## src/rtl/div_if.sv

```systemverilog
// Handshake bundle between the divider Control FSM and the remainder/divisor datapath.
// DIV_DIVZERO_EN adds the sticky divide-by-zero flag dz.
interface div_if #(parameter int WIDTH = 32);
    logic             run;
    logic [WIDTH-1:0] dividend;
    logic [WIDTH-1:0] divisor;
    logic [5:0]       ALUfunction;
    logic             wrctrl;
    logic             ozctrl;
    logic             ready_wait;
    logic             ready;
    logic             fsb;
    logic [WIDTH-1:0] quotient;
    logic [WIDTH-1:0] remainder;
    logic             done;
    logic             busy;
    logic             err;
`ifdef DIV_DIVZERO_EN
    logic             dz;

    modport master (
        output run, dividend, divisor, ALUfunction, wrctrl, ozctrl, ready_wait, ready,
        input  fsb, quotient, remainder, done, busy, err, dz
    );
    modport slave (
        input  run, dividend, divisor, ALUfunction, wrctrl, ozctrl, ready_wait, ready,
        output fsb, quotient, remainder, done, busy, err, dz
    );
`else
    modport master (
        output run, dividend, divisor, ALUfunction, wrctrl, ozctrl, ready_wait, ready,
        input  fsb, quotient, remainder, done, busy, err
    );
    modport slave (
        input  run, dividend, divisor, ALUfunction, wrctrl, ozctrl, ready_wait, ready,
        output fsb, quotient, remainder, done, busy, err
    );
`endif
endinterface

```

## src/rtl/div_datapath.sv

```systemverilog
// Remainder/divisor datapath of the restoring sequential divider; fsb feeds back to Control.
// DIV_DIVZERO_EN: divide-by-zero detection with forced all-ones quotient (dz output).
module div_datapath #(
    parameter int WIDTH    = 32,
    parameter int MAXSHIFT = 33
) (
    input logic clk,
    input logic rst,
    div_if.slave bus
);
    localparam logic [5:0] ALU_ADD = 6'b100000;
    localparam logic [5:0] ALU_SUB = 6'b100010;

    logic [2*WIDTH-1:0] rem;
    logic [WIDTH-1:0]   dsr;
    logic [WIDTH-1:0]   rem_hi;
    logic [WIDTH-1:0]   alu_out;
    logic [5:0]         shcnt;
    logic [6:0]         shcnt_nxt;
`ifdef DIV_DIVZERO_EN
    logic [WIDTH-1:0]   dvd_q;
`endif

    always_comb begin
        rem_hi    = rem[2*WIDTH-1:WIDTH];
        shcnt_nxt = {1'b0, shcnt} + 7'd1;
        case (bus.ALUfunction)
            ALU_ADD: alu_out = rem_hi + dsr;
            ALU_SUB: alu_out = rem_hi - dsr;
            default: alu_out = rem_hi;
        endcase
    end

    assign bus.fsb = rem[2*WIDTH-1];

    always_ff @(posedge clk or posedge rst) begin
        if (rst) begin
            rem           <= '0;
            dsr           <= '0;
            shcnt         <= '0;
            bus.quotient  <= '0;
            bus.remainder <= '0;
            bus.done      <= 1'b0;
            bus.busy      <= 1'b0;
            bus.err       <= 1'b0;
`ifdef DIV_DIVZERO_EN
            bus.dz        <= 1'b0;
            dvd_q         <= '0;
`endif
        end else begin
            bus.done <= 1'b0;
            if (bus.run) begin
                // Dividend enters pre-shifted by one so the first subtract sees its MSB.
                rem      <= {{(WIDTH-1){1'b0}}, bus.dividend, 1'b0};
                dsr      <= bus.divisor;
                shcnt    <= '0;
                bus.busy <= 1'b1;
                bus.err  <= 1'b0;
`ifdef DIV_DIVZERO_EN
                bus.dz   <= (bus.divisor == '0);
                dvd_q    <= bus.dividend;
`endif
            end else if (bus.ready) begin
                if (bus.busy) begin
`ifdef DIV_DIVZERO_EN
                    if (bus.dz) begin
                        bus.quotient  <= '1;
                        bus.remainder <= dvd_q;
                    end else begin
                        bus.quotient  <= rem[WIDTH-1:0];
                        bus.remainder <= rem[2*WIDTH-1:WIDTH];
                    end
`else
                    bus.quotient  <= rem[WIDTH-1:0];
                    bus.remainder <= rem[2*WIDTH-1:WIDTH];
`endif
                    bus.busy <= 1'b0;
                    bus.done <= 1'b1;
                end else begin
                    bus.err <= 1'b1;
                end
            end else if (bus.busy) begin
                if (bus.ready_wait) begin
                    rem[2*WIDTH-1:WIDTH] <= {1'b0, rem[2*WIDTH-1:WIDTH+1]};
                end else if (bus.wrctrl) begin
                    rem[2*WIDTH-1:WIDTH] <= alu_out;
                end else begin
                    rem   <= {rem[2*WIDTH-2:0], bus.ozctrl};
                    shcnt <= shcnt_nxt[5:0];
                    if (shcnt_nxt > 7'(MAXSHIFT))
                        bus.err <= 1'b1;
                end
            end
        end
    end
endmodule
```

## src/flat_wrapper.sv

```systemverilog
// flat-port wrapper written by rule: the top's interface ports become plain ports
module div_datapath_flat 
#(
    parameter int WIDTH    = 32,
    parameter int MAXSHIFT = 33
)
  (clk, rst, bus_run, bus_dividend, bus_divisor, bus_ALUfunction, bus_wrctrl, bus_ozctrl, bus_ready_wait, bus_ready, bus_fsb, bus_quotient, bus_remainder, bus_done, bus_busy, bus_err);
  div_if #(.WIDTH(WIDTH)) bus_i ();
  input logic clk;
  input logic rst;
  input wire logic [$bits(bus_i.run)-1:0] bus_run;
  input wire logic [$bits(bus_i.dividend)-1:0] bus_dividend;
  input wire logic [$bits(bus_i.divisor)-1:0] bus_divisor;
  input wire logic [$bits(bus_i.ALUfunction)-1:0] bus_ALUfunction;
  input wire logic [$bits(bus_i.wrctrl)-1:0] bus_wrctrl;
  input wire logic [$bits(bus_i.ozctrl)-1:0] bus_ozctrl;
  input wire logic [$bits(bus_i.ready_wait)-1:0] bus_ready_wait;
  input wire logic [$bits(bus_i.ready)-1:0] bus_ready;
  output wire logic [$bits(bus_i.fsb)-1:0] bus_fsb;
  output wire logic [$bits(bus_i.quotient)-1:0] bus_quotient;
  output wire logic [$bits(bus_i.remainder)-1:0] bus_remainder;
  output wire logic [$bits(bus_i.done)-1:0] bus_done;
  output wire logic [$bits(bus_i.busy)-1:0] bus_busy;
  output wire logic [$bits(bus_i.err)-1:0] bus_err;
  assign bus_i.run = bus_run;
  assign bus_i.dividend = bus_dividend;
  assign bus_i.divisor = bus_divisor;
  assign bus_i.ALUfunction = bus_ALUfunction;
  assign bus_i.wrctrl = bus_wrctrl;
  assign bus_i.ozctrl = bus_ozctrl;
  assign bus_i.ready_wait = bus_ready_wait;
  assign bus_i.ready = bus_ready;
  assign bus_fsb = bus_i.fsb;
  assign bus_quotient = bus_i.quotient;
  assign bus_remainder = bus_i.remainder;
  assign bus_done = bus_i.done;
  assign bus_busy = bus_i.busy;
  assign bus_err = bus_i.err;
  div_datapath #(.WIDTH(WIDTH), .MAXSHIFT(MAXSHIFT)) u_core (.clk(clk), .rst(rst), .bus(bus_i));
endmodule
```

## config.mk

```make
export PLATFORM = sky130hd
export DESIGN_NAME = div_datapath_flat
export DESIGN_NICKNAME = d
export VERILOG_FILES = /design/src/rtl/div_if.sv /design/src/rtl/div_datapath.sv /design/src/flat_wrapper.sv
export SDC_FILE = /design/constraint.sdc
export NUM_CORES = 1
export LEC_CHECK = 0
export ABC_AREA = 1
export CORE_MARGIN = 2
export CORE_UTILIZATION = 66
export DETAILED_ROUTE_END_ITERATION = 10
export DONT_BUFFER_PORTS = 1
export PLACE_DENSITY = 0.82
export SETUP_SLACK_MARGIN = 0.1
export SKIP_CTS_REPAIR_TIMING = 1
export SYNTH_ARGS = -nofsm -noshare
export SYNTH_HDL_FRONTEND = slang
export SYNTH_SLANG_ARGS = --single-unit
export TNS_END_PERCENT = 5
```

## constraint.sdc

```tcl
create_clock -name clk -period 8.6 [get_ports clk]
set_clock_uncertainty 0.2 [all_clocks]
set_input_delay 0.86 -clock clk [delete_from_list [all_inputs] [get_ports clk]]
set_output_delay 0.86 -clock clk [all_outputs]
set_load 0.05 [all_outputs]
```

==> results of run 1 <==
cell usage after synthesis, drive strengths merged:
library cell / number / area share
a21oi: 81 / 0.038
buf: 20 / 0.011
and3: 1 / 0.00059
nor2: 79 / 0.031
nand4: 5 / 0.0029
o31ai: 2 / 0.0014
o211ai: 36 / 0.025
o21ai: 172 / 0.081
dfrtp: 169 / 0.40
o22ai: 5 / 0.0029
nand3: 63 / 0.032
and2: 2 / 0.0012
nand2: 503 / 0.18
nor3: 11 / 0.0062
or3: 1 / 0.00059
ha: 34 / 0.040
inv: 254 / 0.090
nand3b: 2 / 0.0014
a31oi: 1 / 0.00059
fa: 1 / 0.0019
o21bai: 2 / 0.0014
a211oi: 1 / 0.00071
xnor2: 11 / 0.0091
xor2: 33 / 0.028
nor4: 3 / 0.0029
clkbuf: 38 / 0.013
power breakdown:
part | leakage [nW] | internal (mW) | total [mW] | switching [mW]
sequential | 2.15 | 0.915 | 1.24 | 0.321
combinational | 3.55 | 0.199 | 0.584 | 0.385
clock | 0.293 | 0.418 | 0.790 | 0.372
cell type report:
class	count	area, um2	area share
inverter	254	958	0.0847
sequential	169	4230	0.374
clock buffer	18	429	0.0379
timing repair buffer	5	37.5	0.00332
tap	216	270	0.0239
clock inverter	14	178	0.0157
multi-input combinational	1049	5210	0.461
metrics by stage:
stage	utilization	hold WS [ns]	instance area, um2	power (mW)
after detailed placement	0.677	0.286	10700	1.83
after global placement	0.677	0.286	10700	1.81
after floorplan	-	0.261	10600	1.68
after global routing	0.715	0.288	11300	2.76
final	0.715	0.289	11300	2.61
after CTS	0.715	0.283	11300	2.61
cells by family (layout without fill, tap and decap cells):
| group | count (synthesis) | count (layout) | synth area share |
|---|---|---|---|
| buf+inv | 312 | 291 | 0.114 |
| flops | 169 | 169 | 0.397 |
| fa+ha+maj | 35 | 35 | 0.0418 |
| simple gates | 670 | 670 | 0.258 |
| xor+xnor | 44 | 44 | 0.0369 |
| compound gates | 300 | 300 | 0.152 |
cell usage in the layout (no fill, tap or decap), drive strengths merged:
| cell | count |
|---|---|
| nand2 | 503 |
| inv | 261 |
| o21ai | 172 |
| dfrtp | 169 |
| a21oi | 81 |
| nor2 | 79 |
| nand3 | 63 |
| o211ai | 36 |
| ha | 34 |
| xor2 | 33 |
| clkbuf | 18 |
| xnor2 | 11 |
| nor3 | 11 |
| nand4 | 5 |
| o22ai | 5 |
| buf | 5 |
| clkinv | 5 |
| nor4 | 3 |
| and2 | 2 |
| o21bai | 2 |
| nand3b | 2 |
| o31ai | 2 |
| and3 | 1 |
| or3 | 1 |
| a31oi | 1 |
| a211oi | 1 |
| fa | 1 |
| clkinvlp | 1 |
| bufinv | 1 |
state kept, by name, indices dropped and copies added (netlist names):
register	cells
u_core.bus.quotient	32
u_core.shcnt	6
u_core.rem	64
u_core.bus.err	1
u_core.dsr	32
u_core.bus.done	1
u_core.bus.remainder	32
u_core.bus.busy	1
layer usage:
layer	GRT usage	routed length (um)
met5	0	0
met4	0.0964	553
met3	0.0578	1810
met2	0.472	11400
met1	0.469	12300
worst max-delay path: stages:
cell and delay (ns):
nor2_1 0.12, nand4_1 0.74, inv_1 0.66, o21ai_0 0.21, xor2_1 0.18, inv_1 0.07, ha_1 0.36, nand2_1 0.13
nor2_1 0.26, inv_1 0.07, nor3_1 0.25, nand3_1 0.15, nand2_1 0.09, nand2_1 0.05, nand3_1 0.07, nand2_1 0.06
nand2_1 0.05, nand2_1 0.05
worst paths after layout:
check / start / end / slack, ns
max: bus_ALUfunction[2] / u_core.rem[58]$_DFFE_PP0P_ / 4.31
min: rst / u_core.bus.remainder[8]$_DFFE_PP0P_ / 0.29
max reg2reg: u_core.dsr[0]$_DFFE_PP0P_ / u_core.rem[58]$_DFFE_PP0P_ / 4.62
min reg2reg: u_core.dsr[31]$_DFFE_PP0P_ / u_core.dsr[31]$_DFFE_PP0P_ / 0.30
max in group asynchronous: rst / u_core.bus.remainder[7]$_DFFE_PP0P_ / 6.55
min in group clk: bus_run / u_core.bus.err$_DFFE_PP0P_ / 0.29
==> key figures, run 1 <==
Status
  – Status: finished clean

Layout
  – Nets: between 1,500 and 2,000
  – Layout cells sized above 1: 0.0437
  – Area growth from synthesis to layout: 6.30%
  – Final Instance Count excl. Fillers: between 1,500 and 2,000
  – Ant diodes: 0
  – # fillers: between 1,000 and 1,500

Setup path
  – Worst setup path category: in2reg
  – CP Capture Type: register
  – Worst EP arrival: 4.43 ns
  – CP Launch Type: primary input
  – WP data required: between 8 and 9 ns
  – Maximum fanout along the worst path: 23
  – R2R cell count: 21

Clock tree
  – Clock root buffer: clkbuf_16
  – CTS buffer count: 17
  – Clock slew at reported path FFs: ~0.070 ns
  – CTS sink cnt: roughly 170
  – CTS H-tree lvls: 4
  – CTS tree: done
  – Maximum clock insertion buffer count: 2
  – Later-pin clock latency in the skew report: approximately 0.44 ns

Power and ir drop
  – PD cells: around 230 mW/mm2
  – Leak: 5.99 nW
  – Worst vdd ir: ~0.17 mV

Global route
  – Global-route wire length before repair: 42,000 um
  – Initial antenna violation count: 0
  – GRT Total Usage: 0.316
  – Vias in the first global route: about 8,400
  – Pin count of the biggest net entering global routing: 130
  – Gr ovfl total: 0

Floorplan
  – Core Area: approximately 0.016 mm2
  – Starting density of the core: 0.672
  – Core Rows: 46
  – Die Ht: roughly 130 um
  – Die ar.: 0.0172 mm2
  – Boundary Pins: between 100 and 150
  – Die Wd: 131 um

Timing
  – Max Slew Vio Count: 0
  – Final period util: 0.499
  – Final hold vios: 0
  – Setup Viol. Count Final: 0
  – Tmin final: ~4.3 ns
  – Tightest Pin Transition: approximately 1.1 ns
  – Post-route setup TNS: 0 ns
  – Fmax: ~230 MHz
  – Final setup margin: 4.31 ns
  – Rel. slew slack: 0.257
  – RSZ-0062 raised after global routing: no

Yosys
  – Synthesized instance count: between 1,500 and 2,000
  – Synthesized netlist net count: 1,642
  – YS warnings: 0
  – Netlist Area Pre-Place: 0.0106 mm2
  – Mean Syn Cell Area: ~7.0 um2
  – Seq cells post-synth: approximately 170
  – Sequential share of the synthesized area: 0.397
  – Library cells used by synthesis: 40

Route
  – Vias: 9,396
  – DRC errors left: 0
  – Final WL: between 20,000 and 30,000 um
  – Antenna Nets Post-Route: 0
  – Vias per cell: between 5 and 6
  – Drt pass-1 iters: 5
  – DR WL/cell: between 15 and 20 um
  – Starting DRT DRC Count: 823

Placement
  – PortBufs: 0
  – Post-DP HPWL: roughly 19,000 um
  – # placed instances: 1,693
  – Pre-CTS setup slack: about 3.9 ns
  – Placer Congestion: ~0.94

Worst hold path
  – Hold Crit Class: in2async

Run
  – # Max-Cap Violations: 0
(Power assumes the default switching activity.)
==> inputs of run 2 (changes only) <==
--- a/config.mk
+++ b/config.mk
@@ -7,10 +7,10 @@
 export LEC_CHECK = 0
 export ABC_AREA = 1
 export CORE_MARGIN = 2
-export CORE_UTILIZATION = 66
+export CORE_UTILIZATION = 59
 export DETAILED_ROUTE_END_ITERATION = 10
 export DONT_BUFFER_PORTS = 1
-export PLACE_DENSITY = 0.82
+export PLACE_DENSITY = 0.78
 export SETUP_SLACK_MARGIN = 0.1
 export SKIP_CTS_REPAIR_TIMING = 1
 export SYNTH_ARGS = -nofsm -noshare
==> constraint.sdc (replaced) <==
create_clock -name clk -period 3.54 [get_ports clk]
set_clock_uncertainty 0.2 [all_clocks]
set_input_delay 0.354 -clock clk [delete_from_list [all_inputs] [get_ports clk]]
set_output_delay 0.354 -clock clk [all_outputs]
set_load 0.05 [all_outputs]
==> run 2 against run 1 <==
Against the previous run:
- the flow now finishes with violations (hold timing)
- wire length rose by 12%
- utilization fell by 1.3 points
- register-to-register slack got worse by 4.4 ns
- clock power up 140%
- flip-flop and latch count is the same
- combinational power grew to 2.8 times the previous value
- via count is 5.6% higher
- non-clock buffer count rose by 100
- sequential share of layout area is 3.6 points lower
- sequential power increased by 140%
==> key figures, run 2 (synthesized netlist as in run 1, its figures left out) <==
Floorplan
  – Core Rows: 49 (+6.5%)
  – Starting density of the core: 0.597 (-0.0759)
  – Core Area: 0.0178 mm2 (+13%)
  – Die Wd: 138 um (+5.6%)
  – Die Ht: 138 um (+5.6%)
  – Boundary Pins: 145 (unchanged)
  – Die ar.: 0.0191 mm2 (+11%)

Layout
  – Final non-filler cell area: 0.0125 mm2 (+11%)
  – Most frequent cells in the layout: nand2_1 (489), inv_1 (244), dfrtp_1 (167)
  – Commonest non-fill, non-tap cell in the layout: nand2_1
  – Layout cells sized above 1: 0.0802 (+0.0364)
  – Max FFs per register: 64 (unchanged)
  – Nets: 1,708 (+6.2%)
  – Largest reg by FF count: u_core.rem
  – # fillers: 1,499 (+11%)
  – Ant diodes: 0 (unchanged)
  – Area growth from synthesis to layout: 17.6%

Route
  – Drt pass-1 iters: 5 (unchanged)
  – Starting DRT DRC Count: 851 (+3.4%)
  – Vias: 9,920 (+5.6%)
  – Final WL: 29,200 um (+12%)
  – DRC errors left: 0 (unchanged)
  – Antenna Nets Post-Route: 0 (unchanged)
  – Vias per cell: 5.40 (-0.91%)
  – DR WL/cell: 15.9 um (+5.0%)

Timing
  – Setup Viol. Count Final: 0 (unchanged)
  – Rel. slew slack: 0.371 (+0.114)
  – Max Slew Vio Count: 0 (unchanged)
  – Fmax: 303 MHz
  – RSZ-0062 raised after global routing: yes
  – Final period util: 0.933
  – Tightest Pin Transition: 0.942 ns (-0.172 ns)
  – Tmin final: 3.30 ns
  – Final hold slack: -0.0600 ns (-0.349 ns)
  – Final hold vios: 13 (+13)

Placement
  – Placed cell area: 0.0108 mm2 (+1.2%)
  – Post-DP HPWL: 19,900 um (+5.3%)
  – Placer Congestion: 0.971 (+3.1%)
  – PortBufs: 0 (unchanged)

Global route
  – Gr ovfl total: 0 (unchanged)
  – GRT Total Usage: 0.281 (-0.0349)
  – Global-route wire length before repair: 43,400 um (+3.3%)
  – Pin count of the biggest net entering global routing: 89 (-32%)
  – Vias in the first global route: 8,427 (+0.86%)
  – Initial antenna violation count: 0 (unchanged)

Clock tree
  – Later-pin clock latency in the skew report: 0.44 ns (about the same)
  – Maximum clock insertion buffer count: 2 (unchanged)
  – CTS H-tree lvls: 4 (unchanged)
  – CTS buffer count: 17 (unchanged)
  – Clock slew at reported path FFs: 0.07 ns (about the same)
  – CTS sink cnt: 169 (unchanged)
  – Clock root buffer: clkbuf_16
  – CTS tree: done

Power and ir drop
  – PD cells: 525 mW/mm2 (+130%)
  – Worst vdd ir: 0.448 mV (+170%)
  – Leak: 6.46 nW (+7.9%)

Run
  – # Max-Cap Violations: 0 (unchanged)

Setup path
  – Worst EP arrival: 3.44 ns (-0.99 ns)
  – CP Capture Type: register
  – Worst setup path category: reg2reg
  – WP data required: 3.67 ns (-5.07 ns)
  – Maximum fanout along the worst path: 5 (-78%)
  – CP Launch Type: register

Status
  – Status: finished, violations left
  – Failing checks: hold timing

Worst hold path
  – Hold Crit Class: in2reg
## run 2: metal layers
layer / GRT usage / up-vias / routed length, um
li1: - / 4936 / -
met5: 0 / - / 0
met3: 0.0513 / 44 / 1760
met1: 0.423 / 4580 / 13500
met2: 0.417 / 360 / 13400
met4: 0.0806 / 0 / 553
## run 2: area by class of cell
type                            count  area [um2]  area share
Inverter                          254         957      0.0764
Timing Repair Buffer              105        1030      0.0823
Multi-Input combinational cell   1049        5410       0.432
Sequential cell                   169        4230       0.338
Clock buffer                       17         425      0.0340
Tap cell                          229         287      0.0229
Clock inverter                     15         179      0.0143
## run 2: where the power goes
group          internal [mW]  total (mW)  switching, mW
Combinational          0.608        1.64           1.03
Sequential              2.22        3.02          0.796
Clock                   1.01        1.92          0.905
Total                   3.84        6.58           2.73
## run 2: worst paths after layout
path                                                       endpoint  slack, ns                  startpoint  cells past startpoint
worst max register to register           u_core.rem[61]$_DFFE_PP0P_       0.24   u_core.dsr[7]$_DFFE_PP0P_                     21
max in group asynchronous                 u_core.dsr[7]$_DFFE_PP0P_       2.06                         rst                      3
worst max-delay path                     u_core.rem[61]$_DFFE_PP0P_       0.24   u_core.dsr[7]$_DFFE_PP0P_                     21
worst min register to register           u_core.rem[62]$_DFFE_PP0P_       0.33  u_core.rem[62]$_DFFE_PP0P_                      2
min in group asynchronous       u_core.bus.remainder[6]$_DFFE_PP0P_       0.24                         rst                      2
worst min-delay path                     u_core.rem[63]$_DFFE_PP0P_      -0.06                  bus_wrctrl                      3
## run 2: critical path: stages, from the launching register on
cell and delay [ns]:
dfrtp_2 0.45, nor2_2 0.14, nand2_1 0.13, nor3_4 0.29
nand3_2 0.10, or3_1 0.35, nand2_1 0.08, nand2_1 0.05
nand2_1 0.06, inv_1 0.06, ha_2 0.39, nand2_1 0.08
nor2_1 0.15, nand2_1 0.10, nor2_1 0.10, nand2_1 0.11
nand2_1 0.10, nand2_1 0.05, nand3_1 0.06, nand2_1 0.05
nand2_1 0.05, nand2_1 0.05
## run 2: through the flow
stage                     total power, mW  std cells   util  worst slack [ns]   TNS [ns]
final                                6.58       1838  0.702             0.236          0
after CTS                            6.38       1750  0.641          -0.00965   -0.00965
after floorplan                      4.09       1530      -             0.583          0
after detailed placement             4.47       1718  0.607         -0.000167  -0.000167
after global placement               4.42       1718  0.607          -0.00275   -0.00275
after global routing                 6.93       1838  0.702           0.00940          0
==> inputs of run 3 (changes only) <==
--- a/config.mk
+++ b/config.mk
@@ -5,12 +5,11 @@
 export SDC_FILE = /design/constraint.sdc
 export NUM_CORES = 1
 export LEC_CHECK = 0
-export ABC_AREA = 1
 export CORE_MARGIN = 2
-export CORE_UTILIZATION = 59
+export CORE_UTILIZATION = 58
 export DETAILED_ROUTE_END_ITERATION = 10
 export DONT_BUFFER_PORTS = 1
-export PLACE_DENSITY = 0.78
+export PLACE_DENSITY = 0.76
 export SETUP_SLACK_MARGIN = 0.1
 export SKIP_CTS_REPAIR_TIMING = 1
 export SYNTH_ARGS = -nofsm -noshare
==> run 3 against run 2 <==
Against the previous run:
- the run ends with hold timing, setup timing left
- non-clock buffer count increased by 88
- flip-flop and latch count stayed put
- synthesized cell count decreased by 29%
- synthesized area fell by 9.5%
- combinational power is 30% lower
- critical endpoint is now u_core.rem[59]$_DFFE_PP0P_
- largest power group unchanged
==> key figures, run 3 <==
Floorplan
  – Die Wd: 133 um (-3.9%)
  – Die ar.: 0.0177 mm2 (-7.7%)
  – Die Ht: 133 um (-3.9%)
  – Core Rows: 47 (-4.1%)
  – Core Area: 0.0164 mm2 (-8.0%)
  – Boundary Pins: 145 (unchanged)
  – Starting density of the core: 0.587 (-0.00925)

Clock tree
  – Later-pin clock latency in the skew report: 0.44 ns (about the same)
  – CTS buffer count: 17 (unchanged)
  – CTS tree: done
  – Clock root buffer: clkbuf_16
  – CTS H-tree lvls: 4 (unchanged)
  – Clock slew at reported path FFs: 0.08 ns (about the same)
  – Maximum clock insertion buffer count: 2 (unchanged)
  – CTS sink cnt: 169 (unchanged)

Timing
  – Rel. slew slack: 0.496 (+0.125)
  – Max Slew Vio Count: 0 (unchanged)
  – Tightest Pin Transition: 0.755 ns (-0.187 ns)
  – Final period util: 1.25 (+0.312)
  – Final setup margin: -0.869 ns (-1.11 ns)
  – Setup Viol. Count Final: 20 (+20)
  – Final hold slack: -0.0113 ns (+0.0486 ns)
  – RSZ-0062 raised after global routing: yes
  – Fmax: 227 MHz (-25%)
  – Tmin final: 4.41 ns (+1.11 ns)
  – Final hold vios: 3 (-10)

Power and ir drop
  – Worst vdd ir: 0.374 mV (-16%)
  – Logic gate share of total power: 0.201 (-0.048)
  – P_int: 3.64 mW (-5.2%)
  – Reg power frac: 0.465 (+0.006)
  – Switching portion of total power: 0.359 (-0.0567)
  – Total Power: 5.68 mW (-14%)
  – Switching power: 2.04 mW (-25%)
  – PD cells: 470 mW/mm2 (-11%)
  – Clock share of power: 0.334 (+0.042)
  – Leak: 5.72 nW (-11%)

Setup path
  – CP max-delay cell: or4_4
  – WP data required: 3.67 ns (about the same)
  – Most Frequent Cell on Critical Path: a21o_1
  – CP Launch Type: register
  – Cell Chain, Critical Path: or4_4 -> or2_4 -> or4_4 -> nor3_4 -> nand2_1 -> or2_4 -> o21ai_2 -> xor2_1 -> ha_1 -> a21o_1 -> a21o_1 -> a21oi_2 -> nand2b_1 -> or3_1 -> a21o_1 -> a32o_1
  – CP Capture Type: register
  – Maximum fanout along the worst path: 3 (-2)
  – Worst EP arrival: 4.54 ns (+1.10 ns)
  – CP max stage delay: 0.53 ns (+0.08 ns)
  – Worst setup path category: reg2reg

Run
  – # Max-Cap Violations: 0 (unchanged)

Route
  – Starting DRT DRC Count: 717 (-16%)
  – Final WL: 25,100 um (-14%)
  – Antenna Nets Post-Route: 0 (unchanged)
  – Vias per cell: 5.77 (+6.8%)
  – Drt pass-1 iters: 5 (unchanged)
  – DR WL/cell: 17.0 um (+7.1%)
  – DRC errors left: 0 (unchanged)
  – Vias: 8,493 (-14%)

Global route
  – Global-route wire length before repair: 39,000 um (-10%)
  – Pin count of the biggest net entering global routing: 133 (+49%)
  – Gr ovfl total: 0 (unchanged)
  – Initial antenna violation count: 0 (unchanged)
  – GRT Total Usage: 0.274 (-0.00705)
  – Vias in the first global route: 7,939 (-5.8%)

Layout
  – Nets: 1,352 (-21%)
  – Commonest non-fill, non-tap cell in the layout: nand2_1
  – Final Instance Count excl. Fillers: 1,473 (-20%)
  – Area growth from synthesis to layout: 25.5%
  – # fillers: 1,182 (-21%)
  – Largest reg by FF count: u_core.rem
  – Ant diodes: 0 (unchanged)
  – Most frequent cells in the layout: nand2_1 (277), dfrtp_1 (169), buf_4 (118)
  – Max FFs per register: 64 (unchanged)
  – Layout cells sized above 1: 0.174 (+0.0938)

Yosys
  – Area leader, netlist: dfrtp_1
  – Count leader, synth: nand2_1
  – Synthesized netlist net count: 1,200 (-27%)
  – EDFF count, synth: 0 (unchanged)
  – Mean Syn Cell Area: 8.86 um2 (+27%)
  – Netlist Area Pre-Place: 0.00964 mm2 (-9.5%)
  – Top FF cell, synth: dfrtp_1
  – Yosys top cell area share: 0.439 (+0.0415)
  – Seq cells post-synth: 169 (unchanged)
  – Sequential share of the synthesized area: 0.439 (+0.0415)
  – YS warnings: 0 (unchanged)
  – Synth top cells by count: nand2_1 (278), dfrtp_1 (169), o21ai_0 (84)
  – Ys async rst share: 1.00 (unchanged)
  – Library cells used by synthesis: 61 (+53%)
  – Synthesized instance count: 1,088 (-29%)
  – Top cells by area, synth: dfrtp_1 (44%), nand2_1 (11%), ha_1 (4.4%)

Status
  – Status: finished, violations left
  – Failing checks: hold timing, setup timing

Placement
  – PortBufs: 0 (unchanged)
  – Post-DP HPWL: 16,400 um (-18%)
  – Placer Congestion: 0.938 (-3.4%)
  – # placed instances: 1,369 (-20%)

Worst hold path
  – Hold Crit Class: in2reg
-- run 3: cell types whose count changed after synthesis, moves of 21 or more --
cell | before | now
mux2_2 | 0 | 35
o211ai_1 | 36 | 8
o21ai_0 | 164 | 84
inv_1 | 249 | 21
nand3_1 | 59 | 13
nand2_1 | 497 | 278
xnor2_1 | 11 | 32
mux2i_1 | 0 | 42
-- run 3: metrics by stage --
| step | setup TNS, ns | hold WS, ns | cell area (um2) | worst slack [ns] | util |
|---|---|---|---|---|---|
| final | -10.49 | -0.0113 | 12100 | -0.869 | 0.737 |
| after global routing | -15.48 | 0.00285 | 12100 | -1.07 | 0.737 |
| after global placement | -11.24 | 0.00567 | 10600 | -0.838 | 0.649 |
| after CTS | -12.57 | -0.459 | 11300 | -0.917 | 0.687 |
| after detailed placement | -12.47 | 0.00828 | 10600 | -0.892 | 0.649 |
| after floorplan | -6.01 | 0.260 | 9640 | -0.713 | - |
-- run 3: cells by family (layout without fill, tap and decap cells) --
logic type / after synthesis / in the layout / share of synthesized area
AOI/OAI and AO/OA: 239 / 239 / 0.154
xor gates and xnor gates: 61 / 61 / 0.0554
adders and majority gates: 35 / 35 / 0.0462
buffers and inverters: 82 / 247 / 0.0319
DFF: 169 / 169 / 0.439
muxes: 77 / 77 / 0.0845
and+or+nand+nor: 425 / 425 / 0.189
-- run 3: path summary, 6_finish.rpt --
path / slack (ns) / cells after the start / startpoint / end
setup / recovery: -0.87 / 16 / u_core.dsr[6]$_DFFE_PP0P_ / u_core.rem[59]$_DFFE_PP0P_
hold / removal: -0.01 / 3 / bus_ready_wait / u_core.rem[34]$_DFFE_PP0P_
setup reg to reg: -0.87 / 16 / u_core.dsr[6]$_DFFE_PP0P_ / u_core.rem[59]$_DFFE_PP0P_
hold reg to reg: 0.30 / 2 / u_core.rem[30]$_DFFE_PP0P_ / u_core.bus.quotient[30]$_DFFE_PP0P_
max in group asynchronous: 2.24 / 3 / rst / u_core.bus.remainder[17]$_DFFE_PP0P_
min in group asynchronous: 0.17 / 2 / rst / u_core.bus.quotient[25]$_DFFE_PP0P_
-- run 3: power by group through the flow --
stage               logic [mW]  clock network, mW  registers, mW
floorplan                0.694                  0           2.63
global placement         0.986                  0           2.66
detailed placement        1.02                  0           2.68
CTS                       1.03               1.92           2.64
global route              1.28               2.01           2.66
finish                    1.14               1.89           2.64
-- run 3: area by class of cell --
| type | instances | area (um2) | area share |
|---|---|---|---|
| Clock inverter | 15 | 201 | 0.0167 |
| Inverter | 22 | 86.3 | 0.00714 |
| Sequential cell | 169 | 4230 | 0.350 |
| Timing Repair Buffer | 193 | 1680 | 0.139 |
| Clock buffer | 17 | 425 | 0.0352 |
| Multi-Input combinational cell | 837 | 5200 | 0.430 |
| Tap cell | 220 | 275 | 0.0228 |
-- run 3: critical path, delay by kind of cell (launching register included) --
kind,cells,cell delay (ns)
compound gates,6,1.08
xor+xnor,1,0.18
fa+ha+maj,1,0.28
flops,1,0.38
simple gates,8,2.17
-- run 3: metal layers --
layer / part of all wire / vias up / global-route usage
li1: - / 4084 / -
met2: 0.49 / 274 / 0.442
met5: 0 / - / 0
met1: 0.42 / 4090 / 0.367
met4: 0.026 / 0 / 0.106
met3: 0.060 / 45 / 0.0536
